## src/rtl/uart_arb_pkg.sv

```systemverilog
// ============================================================================
// Module   : uart_arb_pkg
// Brief    : Shared types and constants for the UART transmit arbiter.
// Revision : 1.0
// ============================================================================
`default_nettype none

package uart_arb_pkg;

    localparam int c_byte_w = 8;

    typedef enum logic [1:0] {
        IDLE = 2'd0,
        LOAD = 2'd1,
        WAIT = 2'd2,
        GAP  = 2'd3
    } state_t;

endpackage

`default_nettype wire

```

## src/rtl/rr_pick.sv

```systemverilog
// ============================================================================
// Module   : rr_pick
// Brief    : Combinational round-robin requester select with lock override.
// Revision : 1.0
// ============================================================================
`default_nettype none

module rr_pick #(
    parameter int NUM_REQ = 3,
    parameter int PTR_W   = $clog2(NUM_REQ)
) (
    input  logic [NUM_REQ-1:0] req,
    input  logic [PTR_W-1:0]   rr_ptr,
    input  logic               lock_hold,
    input  logic [2:0]         gnt_id,
    output logic               sel_valid,
    output logic [2:0]         sel_idx
);

    logic w_lock_req;

    always_comb begin
        w_lock_req = 1'b0;
        for (int j = 0; j < NUM_REQ; j++) begin
            if (gnt_id == 3'(j) && req[j]) begin
                w_lock_req = 1'b1;
            end
        end
    end

    // Scan distances from rr_ptr far-to-near so the nearest requester wins last.
    always_comb begin
        sel_valid = 1'b0;
        sel_idx   = 3'd0;
        if (lock_hold && w_lock_req) begin
            sel_valid = 1'b1;
            sel_idx   = gnt_id;
        end else begin
            for (int d = NUM_REQ - 1; d >= 0; d--) begin
                for (int j = 0; j < NUM_REQ; j++) begin
                    if (req[j] && (((j >= int'(rr_ptr)) ? (j - int'(rr_ptr))
                                                        : (j + NUM_REQ - int'(rr_ptr))) == d)) begin
                        sel_valid = 1'b1;
                        sel_idx   = 3'(j);
                    end
                end
            end
        end
    end

endmodule

`default_nettype wire

```

## src/rtl/uart_tx_arb.sv

```systemverilog
// ============================================================================
// Module   : uart_tx_arb
// Brief    : Round-robin arbiter sharing one UART transmitter between requesters.
// Revision : 1.0
// ============================================================================
`default_nettype none

module uart_tx_arb
    import uart_arb_pkg::*;
#(
    parameter int NUM_REQ    = 3,
    parameter int GAP_CYCLES = 0,
    parameter int TMO_CYCLES = 65535
) (
    input  logic                          clk,
    input  logic                          rst_n,
    input  logic [NUM_REQ-1:0]            req,
    input  logic [c_byte_w*NUM_REQ-1:0]   req_data,
    input  logic [NUM_REQ-1:0]            req_lock,
    output logic [NUM_REQ-1:0]            ack,
    output logic                          trmt,
    output logic [c_byte_w-1:0]           tx_data,
    input  logic                          tx_done,
    output logic                          busy,
    output logic [2:0]                    gnt_id,
    output logic                          tmo_err
);

    localparam int c_ptr_w = $clog2(NUM_REQ);
    localparam int c_tmo_w = $clog2(TMO_CYCLES) + 1;
    localparam int c_gap_w = $clog2(GAP_CYCLES) + 1;
    localparam logic [c_tmo_w-1:0] c_tmo_last = c_tmo_w'(TMO_CYCLES - 1);
    localparam logic [c_gap_w-1:0] c_gap_last = c_gap_w'((GAP_CYCLES > 0) ? GAP_CYCLES - 1 : 0);

    state_t               r_state,     w_state_nxt;
    logic [NUM_REQ-1:0]   r_ack,       w_ack_nxt;
    logic                 r_trmt,      w_trmt_nxt;
    logic [c_byte_w-1:0]  r_tx_data,   w_tx_data_nxt;
    logic                 r_busy,      w_busy_nxt;
    logic [2:0]           r_gnt_id,    w_gnt_id_nxt;
    logic                 r_tmo_err,   w_tmo_err_nxt;
    logic [c_ptr_w-1:0]   r_rr_ptr,    w_rr_ptr_nxt;
    logic                 r_lock_hold, w_lock_hold_nxt;
    logic [c_tmo_w-1:0]   r_tmo_cnt,   w_tmo_cnt_nxt;
    logic [c_gap_w-1:0]   r_gap_cnt,   w_gap_cnt_nxt;

    logic                 w_sel_valid;
    logic [2:0]           w_sel_idx;
    logic [c_byte_w-1:0]  w_sel_data;
    logic                 w_gnt_lock;
    logic [c_ptr_w-1:0]   w_ptr_inc;

    rr_pick #(
        .NUM_REQ (NUM_REQ),
        .PTR_W   (c_ptr_w)
    ) u_rr_pick (
        .req       (req),
        .rr_ptr    (r_rr_ptr),
        .lock_hold (r_lock_hold),
        .gnt_id    (r_gnt_id),
        .sel_valid (w_sel_valid),
        .sel_idx   (w_sel_idx)
    );

    always_comb begin
        w_sel_data = '0;
        w_gnt_lock = 1'b0;
        w_ptr_inc  = '0;
        for (int j = 0; j < NUM_REQ; j++) begin
            if (w_sel_idx == 3'(j)) begin
                w_sel_data = req_data[j*c_byte_w +: c_byte_w];
            end
            if (r_gnt_id == 3'(j)) begin
                w_gnt_lock = req_lock[j];
                w_ptr_inc  = c_ptr_w'((j + 1) % NUM_REQ);
            end
        end
    end

    always_comb begin
        w_state_nxt     = r_state;
        w_ack_nxt       = '0;
        w_trmt_nxt      = 1'b0;
        w_tx_data_nxt   = r_tx_data;
        w_gnt_id_nxt    = r_gnt_id;
        w_tmo_err_nxt   = 1'b0;
        w_rr_ptr_nxt    = r_rr_ptr;
        w_lock_hold_nxt = r_lock_hold;
        w_tmo_cnt_nxt   = r_tmo_cnt;
        w_gap_cnt_nxt   = r_gap_cnt;
        case (r_state)
            IDLE: begin
                if (w_sel_valid) begin
                    w_state_nxt   = LOAD;
                    w_tx_data_nxt = w_sel_data;
                    w_gnt_id_nxt  = w_sel_idx;
                    w_trmt_nxt    = 1'b1;
                    for (int j = 0; j < NUM_REQ; j++) begin
                        w_ack_nxt[j] = (w_sel_idx == 3'(j));
                    end
                end else begin
                    w_lock_hold_nxt = 1'b0;
                end
            end
            LOAD: begin
                w_state_nxt   = WAIT;
                w_tmo_cnt_nxt = '0;
            end
            WAIT: begin
                // A zero count marks the first WAIT cycle, where a stale tx_done is dropped.
                if (tx_done && (r_tmo_cnt != '0)) begin
                    w_lock_hold_nxt = w_gnt_lock;
                    if (!w_gnt_lock) begin
                        w_rr_ptr_nxt = w_ptr_inc;
                    end
                    w_gap_cnt_nxt = '0;
                    w_state_nxt   = (GAP_CYCLES > 0) ? GAP : IDLE;
                end else if (r_tmo_cnt == c_tmo_last) begin
                    w_tmo_err_nxt   = 1'b1;
                    w_lock_hold_nxt = 1'b0;
                    w_rr_ptr_nxt    = w_ptr_inc;
                    w_state_nxt     = IDLE;
                end else begin
                    w_tmo_cnt_nxt = r_tmo_cnt + 1'b1;
                end
            end
            GAP: begin
                if (r_gap_cnt == c_gap_last) begin
                    w_state_nxt = IDLE;
                end else begin
                    w_gap_cnt_nxt = r_gap_cnt + 1'b1;
                end
            end
            default: begin
                w_state_nxt = IDLE;
            end
        endcase
        w_busy_nxt = (w_state_nxt != IDLE);
    end

    always_ff @(posedge clk or negedge rst_n) begin
        if (!rst_n) begin
            r_state     <= IDLE;
            r_ack       <= '0;
            r_trmt      <= 1'b0;
            r_tx_data   <= '0;
            r_busy      <= 1'b0;
            r_gnt_id    <= 3'd0;
            r_tmo_err   <= 1'b0;
            r_rr_ptr    <= '0;
            r_lock_hold <= 1'b0;
            r_tmo_cnt   <= '0;
            r_gap_cnt   <= '0;
        end else begin
            r_state     <= w_state_nxt;
            r_ack       <= w_ack_nxt;
            r_trmt      <= w_trmt_nxt;
            r_tx_data   <= w_tx_data_nxt;
            r_busy      <= w_busy_nxt;
            r_gnt_id    <= w_gnt_id_nxt;
            r_tmo_err   <= w_tmo_err_nxt;
            r_rr_ptr    <= w_rr_ptr_nxt;
            r_lock_hold <= w_lock_hold_nxt;
            r_tmo_cnt   <= w_tmo_cnt_nxt;
            r_gap_cnt   <= w_gap_cnt_nxt;
        end
    end

    assign ack     = r_ack;
    assign trmt    = r_trmt;
    assign tx_data = r_tx_data;
    assign busy    = r_busy;
    assign gnt_id  = r_gnt_id;
    assign tmo_err = r_tmo_err;

endmodule

`default_nettype wire

```

## config.mk

```make
export PLATFORM = sky130hd
export DESIGN_NAME = uart_tx_arb
export DESIGN_NICKNAME = d
export VERILOG_FILES = /design/src/rtl/uart_arb_pkg.sv /design/src/rtl/rr_pick.sv /design/src/rtl/uart_tx_arb.sv
export SDC_FILE = /design/constraint.sdc
export NUM_CORES = 1
export LEC_CHECK = 0
export BUFFER_PORTS_ARGS = -buffer_cell sky130_fd_sc_hd__buf_2
export CAP_MARGIN = 20
export CORE_UTILIZATION = 54
export CTS_CLUSTER_DIAMETER = 60
export DETAILED_ROUTE_END_ITERATION = 8
export HOLD_SLACK_MARGIN = 0.03
export PLACE_DENSITY_LB_ADDON = 0.1
export SETUP_SLACK_MARGIN = 0.4
export SLEW_MARGIN = 25
export SYNTH_ARGS = -nofsm -noshare
export SYNTH_HDL_FRONTEND = slang
export SYNTH_SLANG_ARGS = --single-unit
```

## constraint.sdc

```tcl
create_clock -name clk -period 2.6 [get_ports clk]
set_clock_uncertainty 0.15 [all_clocks]
set_input_delay 0.39 -clock clk [delete_from_list [all_inputs] [get_ports clk]]
set_output_delay 0.39 -clock clk [all_outputs]
set_load 0.02 [all_outputs]
```

==> results.sh <==
export IMPL_dp_hpwl_mm=4.05
export IMPL_power_leakage_uw=0.00146
export IMPL_hold_path_class="in2reg"
export IMPL_drv_cap=0
export IMPL_cp_num_buf_inv=3
export IMPL_num_rows=23
export IMPL_powerDensity_mw_per_mm2=1080
export IMPL_synth_top_area_share_pct=41.8
export IMPL_dieHeight_um=67.7
export IMPL_grt_pass1_vias=2080
export IMPL_critPathRequiredTime_ps=2610
export IMPL_diodes=0
export IMPL_synth_top_family_by_area="simple AND/OR/NAND/NOR gates"
export IMPL_max_freq_mhz=438
export IMPL_synthTopCellsByArea="dfrtp_1 (42%), a221oi_2 (5.1%), ha_1 (4.8%)"
export IMPL_cp_cell_sequence="inv_2 -> ha_1 -> nand4b_1 -> nor4_4 -> buf_4 -> a211o_4 -> buf_4 -> o31ai_1 -> a21oi_2"
export IMPL_hold_slack_ps=171
export IMPL_cts_tree="built"
export IMPL_n_fill_cell=251
export IMPL_swShare_pct=41.7
export IMPL_p_comb_share_pct=59.7
export IMPL_cts_root_buf="clkbuf_8"
export IMPL_drive_gt1_share_pct=45.2
export IMPL_multi_input_area_mm2=0.00151
export IMPL_htree_levels=2
export IMPL_fin_area_mm2=0.00325
export IMPL_clockBufferDepth=2
export IMPL_clock_sinks=39
export IMPL_timing_slew_headroom_pct=52.2
export IMPL_fin_crit_sh_pct=87.8
export IMPL_muxShareOfSynthArea_pct=6.33
export IMPL_internal_power_uw=2050
export IMPL_ys_seq_area_share_pct=41.8
export IMPL_postPlaceCellArea_mm2=0.00268
export IMPL_cp_num_cells=9
export IMPL_place_gp_congestion=0.854
export IMPL_path_max_fanout=7
export IMPL_cts_buffers=5
export IMPL_hold_path_depth=3
export IMPL_synth_cell_area_mm2=0.00233
export IMPL_r2r_end="r_tmo_cnt[15]$_DFFE_PN0P_"
export IMPL_die_w_um=67.7
export IMPL_slew_violations=0
export IMPL_ys_flop_type="dfrtp_1"
export IMPL_critPathArrivalTime_ps=2290
export IMPL_groute_usage_overall_pct=29.9
export IMPL_vias=2251
export IMPL_ys_seq_elements=39
export IMPL_critPathLaunchType="flop"
export IMPL_pin_count=50
export IMPL_drt_iter0_markers=274
export IMPL_synth_most_common_cell="dfrtp_1"
export IMPL_firstDrtPassIters=4
export IMPL_ys_warnings_count=0
export IMPL_clock_latency_ps=300
export IMPL_p_clk_share_pct=15.1
export IMPL_synth_avg_cell_area_um2=9.56
export IMPL_cp_top_family="compound AO/OA/AOI/OAI gates"
export IMPL_crit_start="r_tmo_cnt[0]$_DFFE_PN0P_"
export IMPL_synthesis_nets=286
export IMPL_grt_max_degree=34
export IMPL_via_per_inst=6.03
export IMPL_core_area_mm2=0.00409
export IMPL_port_buffers=49
export IMPL_design_die_area_mm2=0.00459
export IMPL_synth_edf_count=0
export IMPL_wl_mm=6.50
export IMPL_antenna_found_initial=0
export IMPL_critPathSlowestCell="dfrtp_2"
export IMPL_vdd_drop_max_mv=0.854
export IMPL_synth_xor_area_share_pct=0
export IMPL_r2r_setup_slack_ps=320
export IMPL_p_sw_uw=1470
export IMPL_start_util_pct=57.1
export IMPL_crit_type="reg2reg"
export IMPL_endpoint="r_tmo_cnt[15]$_DFFE_PN0P_"
export IMPL_r2r_start="r_tmo_cnt[0]$_DFFE_PN0P_"
export IMPL_reg2reg_depth=9
export IMPL_worst_pin_slew_ps=718
export IMPL_final_nets=364
export IMPL_async_reset_ff_share_pct=100
export IMPL_synth_compound_area_share_pct=18.9
export IMPL_yosysUniqueCellTypes=44
export IMPL_ys_top_cells_by_count="dfrtp_1 (39), inv_1 (21), nor2_1 (18)"
export IMPL_hold_viol_final=0
export IMPL_tns_ps=0
export IMPL_synthToLayoutAreaGrowth_pct=39.5
export IMPL_min_period_ps=2280
export IMPL_dp_slack_ps=81.8
export IMPL_critPathCaptureType="flop"
export IMPL_setup_violations=0
export IMPL_rsz0062_at_grt="yes"
export IMPL_regArea_um2=980
export IMPL_ant_nets=0
export IMPL_final_util_pct=79.6
export IMPL_crit_top_cell="buf_4"
export IMPL_synth_simple_area_share_pct=22.3
export IMPL_remaining_drc_errors=0
export IMPL_synth_top_area_cell="dfrtp_1"
export IMPL_critPathMaxStageDelay_ps=390
export IMPL_grt_remaining_overflow=0
export IMPL_worst_slack_ps=317
export IMPL_status="complete, no violations"
export IMPL_wl_per_cell_um=17.4
export IMPL_synthAdderAreaFrac_pct=4.83
export IMPL_grt_pass1_wl_mm=10.0
export IMPL_p_seq_share_pct=25.2
export IMPL_clkTransAtPathRegs_ps=80
export IMPL_synth_cells=244
[cell families (layout without fill, tap and decap cells)]
group | count (synthesis) | after routing
compound gates | 59 | 60
fa+ha+maj | 9 | 9
buf+inv | 31 | 108
flops | 39 | 39
mux | 14 | 14
simple gates | 92 | 93
[power groups by stage]
stage               registers, µW  clock network [µW]  logic [µW]
finish                        890                 531        2100
global route                  909                 575        2270
CTS                           880                 542        1990
detailed placement            871                   0        1500
global placement              866                   0        1460
floorplan                     989                   0         941
[worst register-to-register path: stages, from the launching register on]
cell,delay [ps]
dfrtp_2,390
inv_2,60
ha_1,210
nand4b_1,140
nor4_4,60
buf_4,160
a211o_4,370
buf_4,170
o31ai_1,350
a21oi_2,90
[final cells by class]
| class | instances | share of cell area (%) |
|---|---|---|
| repair buffers | 79 | 15.5 |
| flip-flops and latches | 39 | 30.1 |
| inverters | 21 | 2.42 |
| multi-input cells | 176 | 46.4 |
| well taps | 50 | 1.92 |
| clock inverters | 2 | 1.08 |
| clock buffers | 6 | 2.54 |
[per-stage QoR]
step,power (µW),std cells
floorplan,1930,244
global placement,2320,346
detailed placement,2380,346
CTS,3410,372
global route,3750,373
finish,3530,373
[worst min path at each step]
stage / start / end
3_3_place_gp: rst_n / tx_data[1]$_DFFE_PN0P_
2_1_floorplan: rst_n / ack[0]$_DFF_PN0_
3_5_place_dp: rst_n / tx_data[1]$_DFFE_PN0P_
5_1_grt: req_data[20] / tx_data[4]$_DFFE_PN0P_
6_report: req_data[18] / tx_data[2]$_DFFE_PN0P_
4_1_cts: req_data[18] / tx_data[2]$_DFFE_PN0P_
[repair_timing]
| item | in CTS | in global routing |
|---|---|---|
| resized for setup | 50 | 21 |
| pin swaps | 13 | 16 |
| gates cloned | 2 | 0 |
| endpoints found under the setup margin | 29 | 32 |
| buffers inserted | 15 | 1 |
| hold endpoints to repair | 31 | 0 |
| hold buffers | 1 | 0 |
[layout by cell type (no fill, tap or decap), drive strengths merged, types with 3 or more instances in the layout]
| cell type | synthesis | routed |
|---|---|---|
| nor2b | 5 | 5 |
| mux2 | 3 | 3 |
| nand3 | 10 | 10 |
| clkbuf | 5 | 6 |
| a221oi | 8 | 8 |
| or4 | 6 | 6 |
| ha | 9 | 9 |
| or3 | 8 | 8 |
| nand4 | 5 | 5 |
| dfrtp | 39 | 39 |
| o31ai | 7 | 7 |
| nand2 | 14 | 14 |
| nor3 | 3 | 3 |
| buf | 5 | 78 |
| inv | 21 | 21 |
| nor4 | 5 | 5 |
| a21oi | 14 | 14 |
| and2 | 7 | 8 |
| mux2i | 11 | 11 |
| o21ai | 17 | 17 |
| nor2 | 18 | 18 |
[layer usage]
layer | wire (µm) | vias up | global-route usage [%]
met1 | 2780 | 1084 | 39.9
met2 | 3170 | 95 | 46.5
li1 | - | 1056 | -
met3 | 397 | 16 | 5.41
met5 | 0 | - | 0
met4 | 142 | 0 | 13.6
[sequential cells by signal (all words and copies together) (netlist names)]
name	cells
gnt_id	3
tx_data	8
ack	3
busy	1
r_tmo_cnt	17
r_lock_hold	1
r_state	2
r_rr_ptr	2
trmt	1
tmo_err	1
Note: power is estimated with default switching activity, not from simulation.
